### src/rtl/dbg_pkg.sv
// Shared definitions for the per-hart debug controller.
// Contents: FSM state type, halt-cause codes, debug CSR addresses,
// abstract register-number windows, dcsr reset value and a dcsr
// packing helper.
package dbg_pkg;

  typedef enum logic [1:0] {
    ST_RUNNING,
    ST_DRAIN,
    ST_HALTED,
    ST_RESUME
  } dbg_state_t;

  localparam logic [2:0] CAUSE_NONE      = 3'd0;
  localparam logic [2:0] CAUSE_EBREAK    = 3'd1;
  localparam logic [2:0] CAUSE_TRIG      = 3'd2;
  localparam logic [2:0] CAUSE_HALTREQ   = 3'd3;
  localparam logic [2:0] CAUSE_STEP      = 3'd4;
  localparam logic [2:0] CAUSE_RESETHALT = 3'd5;

  localparam logic [15:0] CSR_DCSR    = 16'h07B0;
  localparam logic [15:0] CSR_DPC     = 16'h07B1;
  localparam logic [15:0] CSR_TSELECT = 16'h07A0;
  localparam logic [15:0] CSR_TDATA1  = 16'h07A1;
  localparam logic [15:0] CSR_TDATA2  = 16'h07A2;

  // Register-number windows (upper 11 bits) for GPR / FPR reads
  localparam logic [10:0] AR_GPR_WIN = 11'h080;  // 0x1000-0x101F
  localparam logic [10:0] AR_FPR_WIN = 11'h081;  // 0x1020-0x103F

  localparam logic [31:0] DCSR_RST    = 32'h4000_0003;
  localparam logic [3:0]  TDATA1_TYPE = 4'd2;

  function automatic logic [31:0] dcsr_pack(input logic       ebreakm,
                                            input logic [2:0] cause,
                                            input logic       step);
    return DCSR_RST | {16'b0, ebreakm, 6'b0, cause, 3'b0, step, 2'b0};
  endfunction

endpackage

### src/rtl/dbg_trig_bank.sv
// Bank of NUM_TRIG PC-match breakpoints.
// Ports:
//   clk, reset_n       clock, synchronous active-low reset
//   i_we_tdata1/2      write strobes for the selected trigger
//   i_tsel             selected trigger index
//   i_wdata            write data (tdata1 keeps only bit 2)
//   i_mem_valid/pc     MEM-stage instruction
//   o_tdata1_en        enable bit of the selected trigger
//   o_tdata2           match address of the selected trigger
//   o_match            any enabled trigger matches the MEM PC
module dbg_trig_bank #(
  parameter int XLEN     = 32,
  parameter int NUM_TRIG = 2,
  parameter int TSEL_W   = 1
) (
  input  logic              clk,
  input  logic              reset_n,
  input  logic              i_we_tdata1,
  input  logic              i_we_tdata2,
  input  logic [TSEL_W-1:0] i_tsel,
  input  logic [31:0]       i_wdata,
  input  logic              i_mem_valid,
  input  logic [XLEN-1:0]   i_mem_pc,
  output logic              o_tdata1_en,
  output logic [XLEN-1:0]   o_tdata2,
  output logic              o_match
);

  logic            r_en [NUM_TRIG];
  logic [XLEN-1:0] r_t2 [NUM_TRIG];
  logic            w_hit;

  always_ff @(posedge clk) begin
    if (!reset_n) begin
      for (int unsigned i = 0; i < NUM_TRIG; i++) begin
        r_en[i] <= 1'b0;
        r_t2[i] <= '0;
      end
    end else begin
      if (i_we_tdata1) r_en[i_tsel] <= i_wdata[2];
      if (i_we_tdata2) r_t2[i_tsel] <= XLEN'(i_wdata);
    end
  end

  always_comb begin
    w_hit = 1'b0;
    for (int unsigned i = 0; i < NUM_TRIG; i++) begin
      if (r_en[i] && (r_t2[i] == i_mem_pc)) w_hit = 1'b1;
    end
  end

  assign o_match     = i_mem_valid & w_hit;
  assign o_tdata1_en = r_en[i_tsel];
  assign o_tdata2    = r_t2[i_tsel];

endmodule

### src/rtl/dbg_hart_ctrl.sv
// Per-hart debug controller: halt/resume/single-step sequencing with
// pipeline drain, PC-match triggers, debug CSRs and a registered
// abstract-register access port.
// Ports:
//   clk, reset_n                 clock, synchronous active-low reset
//   dbg_haltreq/resumereq        level requests from the debug module
//   core_resumeack, dbg_ret      one-cycle pulses in RESUME
//   core_running/halted          FSM state flags
//   debug_on                     stop fetch / drain
//   dpc_o, dcsr_o                current dpc / dcsr
//   empty_core                   pipeline empty
//   mem_valid/pc, ebreak_inst_mem  MEM-stage instruction
//   trig_flush                   kill MEM instruction
//   inst_valid_wb, cinst_pc, branch_wb, pc_jump_wb  retirement info
//   dbg_ar_*                     abstract access port
//   dbg_gpr_rdata(_f)            GPR / FPR read data
module dbg_hart_ctrl
  import dbg_pkg::*;
#(
  parameter int XLEN          = 32,
  parameter int NUM_TRIG      = 2,
  parameter bit HALT_ON_RESET = 1'b0
) (
  input  logic            clk,
  input  logic            reset_n,
  input  logic            dbg_haltreq,
  input  logic            dbg_resumereq,
  output logic            core_resumeack,
  output logic            core_running,
  output logic            core_halted,
  output logic            debug_on,
  output logic            dbg_ret,
  output logic [XLEN-1:0] dpc_o,
  output logic [31:0]     dcsr_o,
  input  logic            empty_core,
  input  logic            mem_valid,
  input  logic [XLEN-1:0] mem_pc,
  input  logic            ebreak_inst_mem,
  output logic            trig_flush,
  input  logic            inst_valid_wb,
  input  logic [XLEN-1:0] cinst_pc,
  input  logic            branch_wb,
  input  logic [XLEN-1:0] pc_jump_wb,
  input  logic            dbg_ar_en,
  input  logic            dbg_ar_wr,
  input  logic [15:0]     dbg_ar_ad,
  input  logic [31:0]     dbg_ar_do,
  input  logic [31:0]     dbg_gpr_rdata,
  input  logic [31:0]     dbg_gpr_rdata_f,
  output logic [31:0]     dbg_ar_di,
  output logic            dbg_ar_done
);

  localparam int TSEL_W = (NUM_TRIG > 1) ? $clog2(NUM_TRIG) : 1;

  dbg_state_t      r_state;
  logic [2:0]      r_cause;
  logic            r_ebreakm;
  logic            r_step;
  logic [XLEN-1:0] r_dpc;
  logic [XLEN-1:0] r_next_pc;
  logic [TSEL_W-1:0] r_tsel;
  logic            r_step_pending;
  logic            r_resume_armed;
  logic            r_ar_done;
  logic [31:0]     r_ar_di;

  logic            w_trig_hit;
  logic            w_ebrk;
  logic            w_step;
  logic [2:0]      w_cause;
  logic            w_halt;
  logic            w_wr_ok;
  logic            w_we_t1;
  logic            w_we_t2;
  logic            w_t1_en;
  logic [XLEN-1:0] w_t2;
  logic [31:0]     w_rdata;

  assign w_wr_ok = dbg_ar_en & dbg_ar_wr & (r_state == ST_HALTED);
  assign w_we_t1 = w_wr_ok & (dbg_ar_ad == CSR_TDATA1);
  assign w_we_t2 = w_wr_ok & (dbg_ar_ad == CSR_TDATA2);

  dbg_trig_bank #(
    .XLEN    (XLEN),
    .NUM_TRIG(NUM_TRIG),
    .TSEL_W  (TSEL_W)
  ) u_trig (
    .clk        (clk),
    .reset_n    (reset_n),
    .i_we_tdata1(w_we_t1),
    .i_we_tdata2(w_we_t2),
    .i_tsel     (r_tsel),
    .i_wdata    (dbg_ar_do),
    .i_mem_valid(mem_valid),
    .i_mem_pc   (mem_pc),
    .o_tdata1_en(w_t1_en),
    .o_tdata2   (w_t2),
    .o_match    (w_trig_hit)
  );

  // Halt source arbitration: trigger > ebreak > haltreq > step
  always_comb begin
    w_ebrk  = mem_valid & ebreak_inst_mem & r_ebreakm;
    w_step  = r_step_pending & inst_valid_wb;
    w_cause = CAUSE_NONE;
    if (w_trig_hit)       w_cause = CAUSE_TRIG;
    else if (w_ebrk)      w_cause = CAUSE_EBREAK;
    else if (dbg_haltreq) w_cause = CAUSE_HALTREQ;
    else if (w_step)      w_cause = CAUSE_STEP;
    w_halt = (r_state == ST_RUNNING) && (w_cause != CAUSE_NONE);
  end

  assign trig_flush = w_halt & (w_trig_hit | w_ebrk);

  always_ff @(posedge clk) begin
    if (!reset_n) begin
      r_state        <= HALT_ON_RESET ? ST_DRAIN : ST_RUNNING;
      r_cause        <= HALT_ON_RESET ? CAUSE_RESETHALT : CAUSE_NONE;
      r_ebreakm      <= 1'b0;
      r_step         <= 1'b0;
      r_dpc          <= '0;
      r_next_pc      <= '0;
      r_tsel         <= '0;
      r_step_pending <= 1'b0;
      r_resume_armed <= 1'b1;
    end else begin
      if (inst_valid_wb)
        r_next_pc <= branch_wb ? pc_jump_wb : cinst_pc + XLEN'(4);
      if (!dbg_resumereq) r_resume_armed <= 1'b1;

      case (r_state)
        ST_RUNNING: begin
          if (w_halt) begin
            r_state        <= ST_DRAIN;
            r_cause        <= w_cause;
            r_step_pending <= 1'b0;
            r_dpc          <= (w_trig_hit | w_ebrk) ? mem_pc : r_next_pc;
          end
        end
        ST_DRAIN: begin
          if (empty_core) begin
            r_state <= ST_HALTED;
            // Asynchronous causes take the PC after the last retirement
            if (r_cause != CAUSE_TRIG && r_cause != CAUSE_EBREAK)
              r_dpc <= r_next_pc;
          end
        end
        ST_HALTED: begin
          if (dbg_resumereq && r_resume_armed) begin
            r_state        <= ST_RESUME;
            r_resume_armed <= 1'b0;
          end
        end
        ST_RESUME: begin
          r_state        <= ST_RUNNING;
          r_next_pc      <= r_dpc;
          r_step_pending <= r_step;
        end
        default: r_state <= ST_RUNNING;
      endcase

      if (w_wr_ok) begin
        case (dbg_ar_ad)
          CSR_DCSR: begin
            r_ebreakm <= dbg_ar_do[15];
            r_step    <= dbg_ar_do[2];
          end
          CSR_DPC: r_dpc <= XLEN'(dbg_ar_do) & ~XLEN'(3);
          CSR_TSELECT: begin
            if (dbg_ar_do >= 32'(NUM_TRIG)) r_tsel <= TSEL_W'(NUM_TRIG - 1);
            else                            r_tsel <= dbg_ar_do[TSEL_W-1:0];
          end
          default: ;
        endcase
      end
    end
  end

  always_comb begin
    w_rdata = '0;
    case (dbg_ar_ad)
      CSR_DCSR:    w_rdata = dcsr_o;
      CSR_DPC:     w_rdata = 32'(r_dpc);
      CSR_TSELECT: w_rdata = 32'(r_tsel);
      CSR_TDATA1:  w_rdata = {TDATA1_TYPE, 25'b0, w_t1_en, 2'b0};
      CSR_TDATA2:  w_rdata = 32'(w_t2);
      default: begin
        if (dbg_ar_ad[15:5] == AR_GPR_WIN)      w_rdata = dbg_gpr_rdata;
        else if (dbg_ar_ad[15:5] == AR_FPR_WIN) w_rdata = dbg_gpr_rdata_f;
      end
    endcase
  end

  always_ff @(posedge clk) begin
    if (!reset_n) begin
      r_ar_done <= 1'b0;
      r_ar_di   <= '0;
    end else begin
      r_ar_done <= dbg_ar_en;
      if (dbg_ar_en) r_ar_di <= w_rdata;
    end
  end

  assign dcsr_o         = dcsr_pack(r_ebreakm, r_cause, r_step);
  assign dpc_o          = r_dpc;
  assign core_running   = (r_state == ST_RUNNING);
  assign core_halted    = (r_state == ST_HALTED);
  assign debug_on       = (r_state == ST_DRAIN) || (r_state == ST_HALTED);
  assign dbg_ret        = (r_state == ST_RESUME);
  assign core_resumeack = (r_state == ST_RESUME);
  assign dbg_ar_done    = r_ar_done;
  assign dbg_ar_di      = r_ar_di;

endmodule

### config.mk
export PLATFORM = sky130hd
export DESIGN_NAME = dbg_hart_ctrl
export DESIGN_NICKNAME = d
export VERILOG_FILES = /design/src/rtl/dbg_pkg.sv /design/src/rtl/dbg_trig_bank.sv /design/src/rtl/dbg_hart_ctrl.sv
export SDC_FILE = /design/constraint.sdc
export NUM_CORES = 1
export LEC_CHECK = 0
export CORE_AREA = 2 2 178 180
export DETAILED_ROUTE_END_ITERATION = 12
export DIE_AREA = 0 0 180 182
export PLACE_DENSITY = 0.62
export SLEW_MARGIN = 40
export SYNTH_ARGS = -nofsm -noshare
export SYNTH_HDL_FRONTEND = slang
export SYNTH_SLANG_ARGS = --single-unit
### constraint.sdc
create_clock -name clk -period 4.4 [get_ports clk]
set_input_delay 0.66 -clock clk [delete_from_list [all_inputs] [get_ports clk]]
set_output_delay 0.66 -clock clk [all_outputs]
set_load 0.01 [all_outputs]
==> results.toml <==
[critical_path]
worst_setup_path_end_kind = "output port"
regToRegStartpoint = "u_trig.r_t2[0][12]$_SDFFCE_PN0P_"
cp_max_fo = 4
max_stage_delay_ps = 590
slowest_stage = "clkdlybuf4s50_1"
cp_common_cell = "clkdlybuf4s50_1"
path_cells = "clkdlybuf4s50_1, nand2_1, a2111oi_2, nand4_1, nor4_4, nor2_1, a21boi_4, clkdlybuf4s50_1"
start_kind = "primary input"
worstPathArrival_ps = 3380
required_ps = 3740
cp_num_buf_inv = 2
crit_start = "mem_valid"
crit_family = "buffers and inverters"
worst-setup-path-type = "in2out"

[drt]
wl_per_cell_um = 22.5
drc = 0
routed-via-count = 9764
ant_nets = 0
routed_wl_um = 40800
drt_iter0_markers = 953
vias_per_cell = 5.40
drtPass1Iterations = 5

[timing]
skew_ps = 17.1
fin_crit_sh = 0.917
fin_ws_ps = 365
slew_viol_final = 0
rsz0062_at_grt = "false"
setup-violations-final = 0
fmax_mhz = 248
worst_pin_slew_ps = 768
finalHoldViolCount = 0
layout_min_cycle_time_ps = 4040
slew_headroom = 0.488
final.setup.tns_ps = 0

[global_routing]
antenna_found_initial = 5
grt_usage = 0.243
met2_usage = 0.400
overflow = 0
grt_pass1_vias = 9424
grt_util_met1 = 0.318
grt_max_degree = 67
use_met3 = 0.0576
busiest_layer = "met2"
grt_pass1_wl_um = 60100

[run]
maxCapViolations = 0

[power]
intPower_mw = 3.18
pwr-share-clk = 0.311
p_switching_mw = 1.57
sequentialPowerShare = 0.408
comb_power_share = 0.281
p_sw_frac = 0.331
p_per_area_nw_per_um2 = 337
p_leak_nw = 5.28
vdd_ir_drop_max_mv = 0.251

[worst_hold_path]
hold_path_class = "reg2reg"
min_from = "r_next_pc[25]$_SDFFE_PN0P_"

[placed_design]
pre_cts_ws_ps = 379
port_buffers = 294
place.gp.congestion = 0.900
placed_area_um2 = 13500
dp.cells = 1774
dp_hpwl_um = 31000

[yosys]
synth_area_leader_cell = "dfxtp_1"
synth_edf_count = 64
syn-instance-count = 1135
synthTopCellsByArea = "dfxtp_1 21%, edfxtp_1 19%, mux2i_1 8.7%"
syn-cell-area_um2 = 10300
syn_avg_cell_area_um2 = 9.11
synth_top_area_frac = 0.213
synth_seq_cells = 174
synthFlopType = "dfxtp_1"
yosys_warnings = 0
synthArstFlopShare = 0
yosysSeqAreaShare = 0.399
synth_cell_types = 63

[clock_network]
insertion_delay_ps = 440
cts_hold_buf = 0
post-cts-setup-buffer-count = 0
cts.sinks = 174
cts_tree = "built"
clk_pin_slew_ps = 70
numCtsBuffers = 17
h-tree-depth = 4
clock_path_buffers = 2
cts_resized = 0
cts-root-buf = "clkbuf_16"

[finish]
design_area_um2 = 14100
final_nets = 1615
drive_above_1_share = 0.0620
final_util = 0.455
stdcell_count = 1808
area_growth_pct = 36.3

[floorplan]
initial_core_util = 0.334
num_rows = 65
die_area_um2 = 32800
die_h_um = 182
pin_count = 322
die_width_um = 180
core_region_area_um2 = 31000

[run_status]
status = "complete, no violations"
## state kept, by name, indices dropped and copies added, names as in the netlist, 2 cells and up, named ones only
register and count:
u_trig.r_t2 64, dbg_ar_di 32, dpc_o 32, r_next_pc 32, r_cause 3, r_state 2, u_trig.r_en 2
## path summary, 6_finish.rpt
path | cells past startpoint | to | slack (ps)
max reg2reg | 9 | dpc_o[9]$_SDFF_PN0_ | 1430
min reg2reg | 2 | dpc_o[25]$_SDFF_PN0_ | 460
max | 8 | trig_flush | 360
min | 2 | dpc_o[25]$_SDFF_PN0_ | 460
## final cells by class
cell class	instances	area [µm²]
multi-input combinational	858	5690
timing repair buffer	319	3130
fill	3032	16900
sequential	174	4130
antenna	2	5.00
tap	402	503
inverter	21	78.8
clock inverter	13	104
clock buffer	19	454
## logic make-up after synthesis
group,synth area share
AND/OR/NAND/NOR,0.169
AO/OA/AOI/OAI,0.201
flip-flops,0.399
buffers and inverters,0.0613
multiplexers,0.0882
XOR/XNOR,0.0745
adder cells (fa/ha/maj),0.00605
other,0.000726
## stage by stage
step           power [mW]  hold slack [ps]
3_5_place_dp         3.30              451
5_1_grt              4.94              471
4_1_cts              4.76              460
3_3_place_gp         3.28              449
2_1_floorplan        2.59              431
6_report             4.75              457
## worst min-delay path: stages (launching register included)
cell,delay (ps)
dfxtp_1,310
nand2_1,50
a21oi_1,50
## power groups by stage
stage / sequential [mW] / combinational (mW) / clock [mW]
floorplan: 1.94 / 0.649 / 0
global placement: 1.97 / 1.31 / 0
detailed placement: 1.97 / 1.32 / 0
CTS: 1.94 / 1.33 / 1.49
global route: 1.95 / 1.43 / 1.56
finish: 1.94 / 1.33 / 1.48
## cells in the final DEF (no fill, tap or decap), types with 19 or more instances in the layout
master             n
xor2_1            39
o211ai_1          30
clkdlybuf4s50_1  289
edfxtp_1          64
mux2i_1           90
buf_4             24
nor2_1            87
o21ai_0           73
a21oi_1           98
nand3_1           19
xnor2_1           49
and2_1            68
o211a_1           26
nand2_1           81
a221oi_1          25
dfxtp_1          109
conb_1            27
## synth_stat cells, drive strengths merged (3+ instances only)
library cell / number
inv: 20
a221oi: 34
a21oi: 98
nor3: 9
nand2: 81
edfxtp: 64
nand4: 12
clkbuf: 53
o211a: 26
mux2i: 90
nand2b: 12
nor4: 21
nand3: 20
o21ai: 75
o211ai: 30
and2: 68
buf: 54
a21boi: 3
ha: 5
nor2b: 6
o22ai: 3
nor2: 87
xnor2: 49
a211oi: 15
xor2: 39
dfxtp: 110
and3: 15
o221ai: 9
## per-layer routing
layer,wire length [µm],up-vias
met1,17300,4695
met4,935,6
li1,-,4576
met3,3190,46
met2,19300,441
met5,40,-
Power figures use the tool's default switching activity.
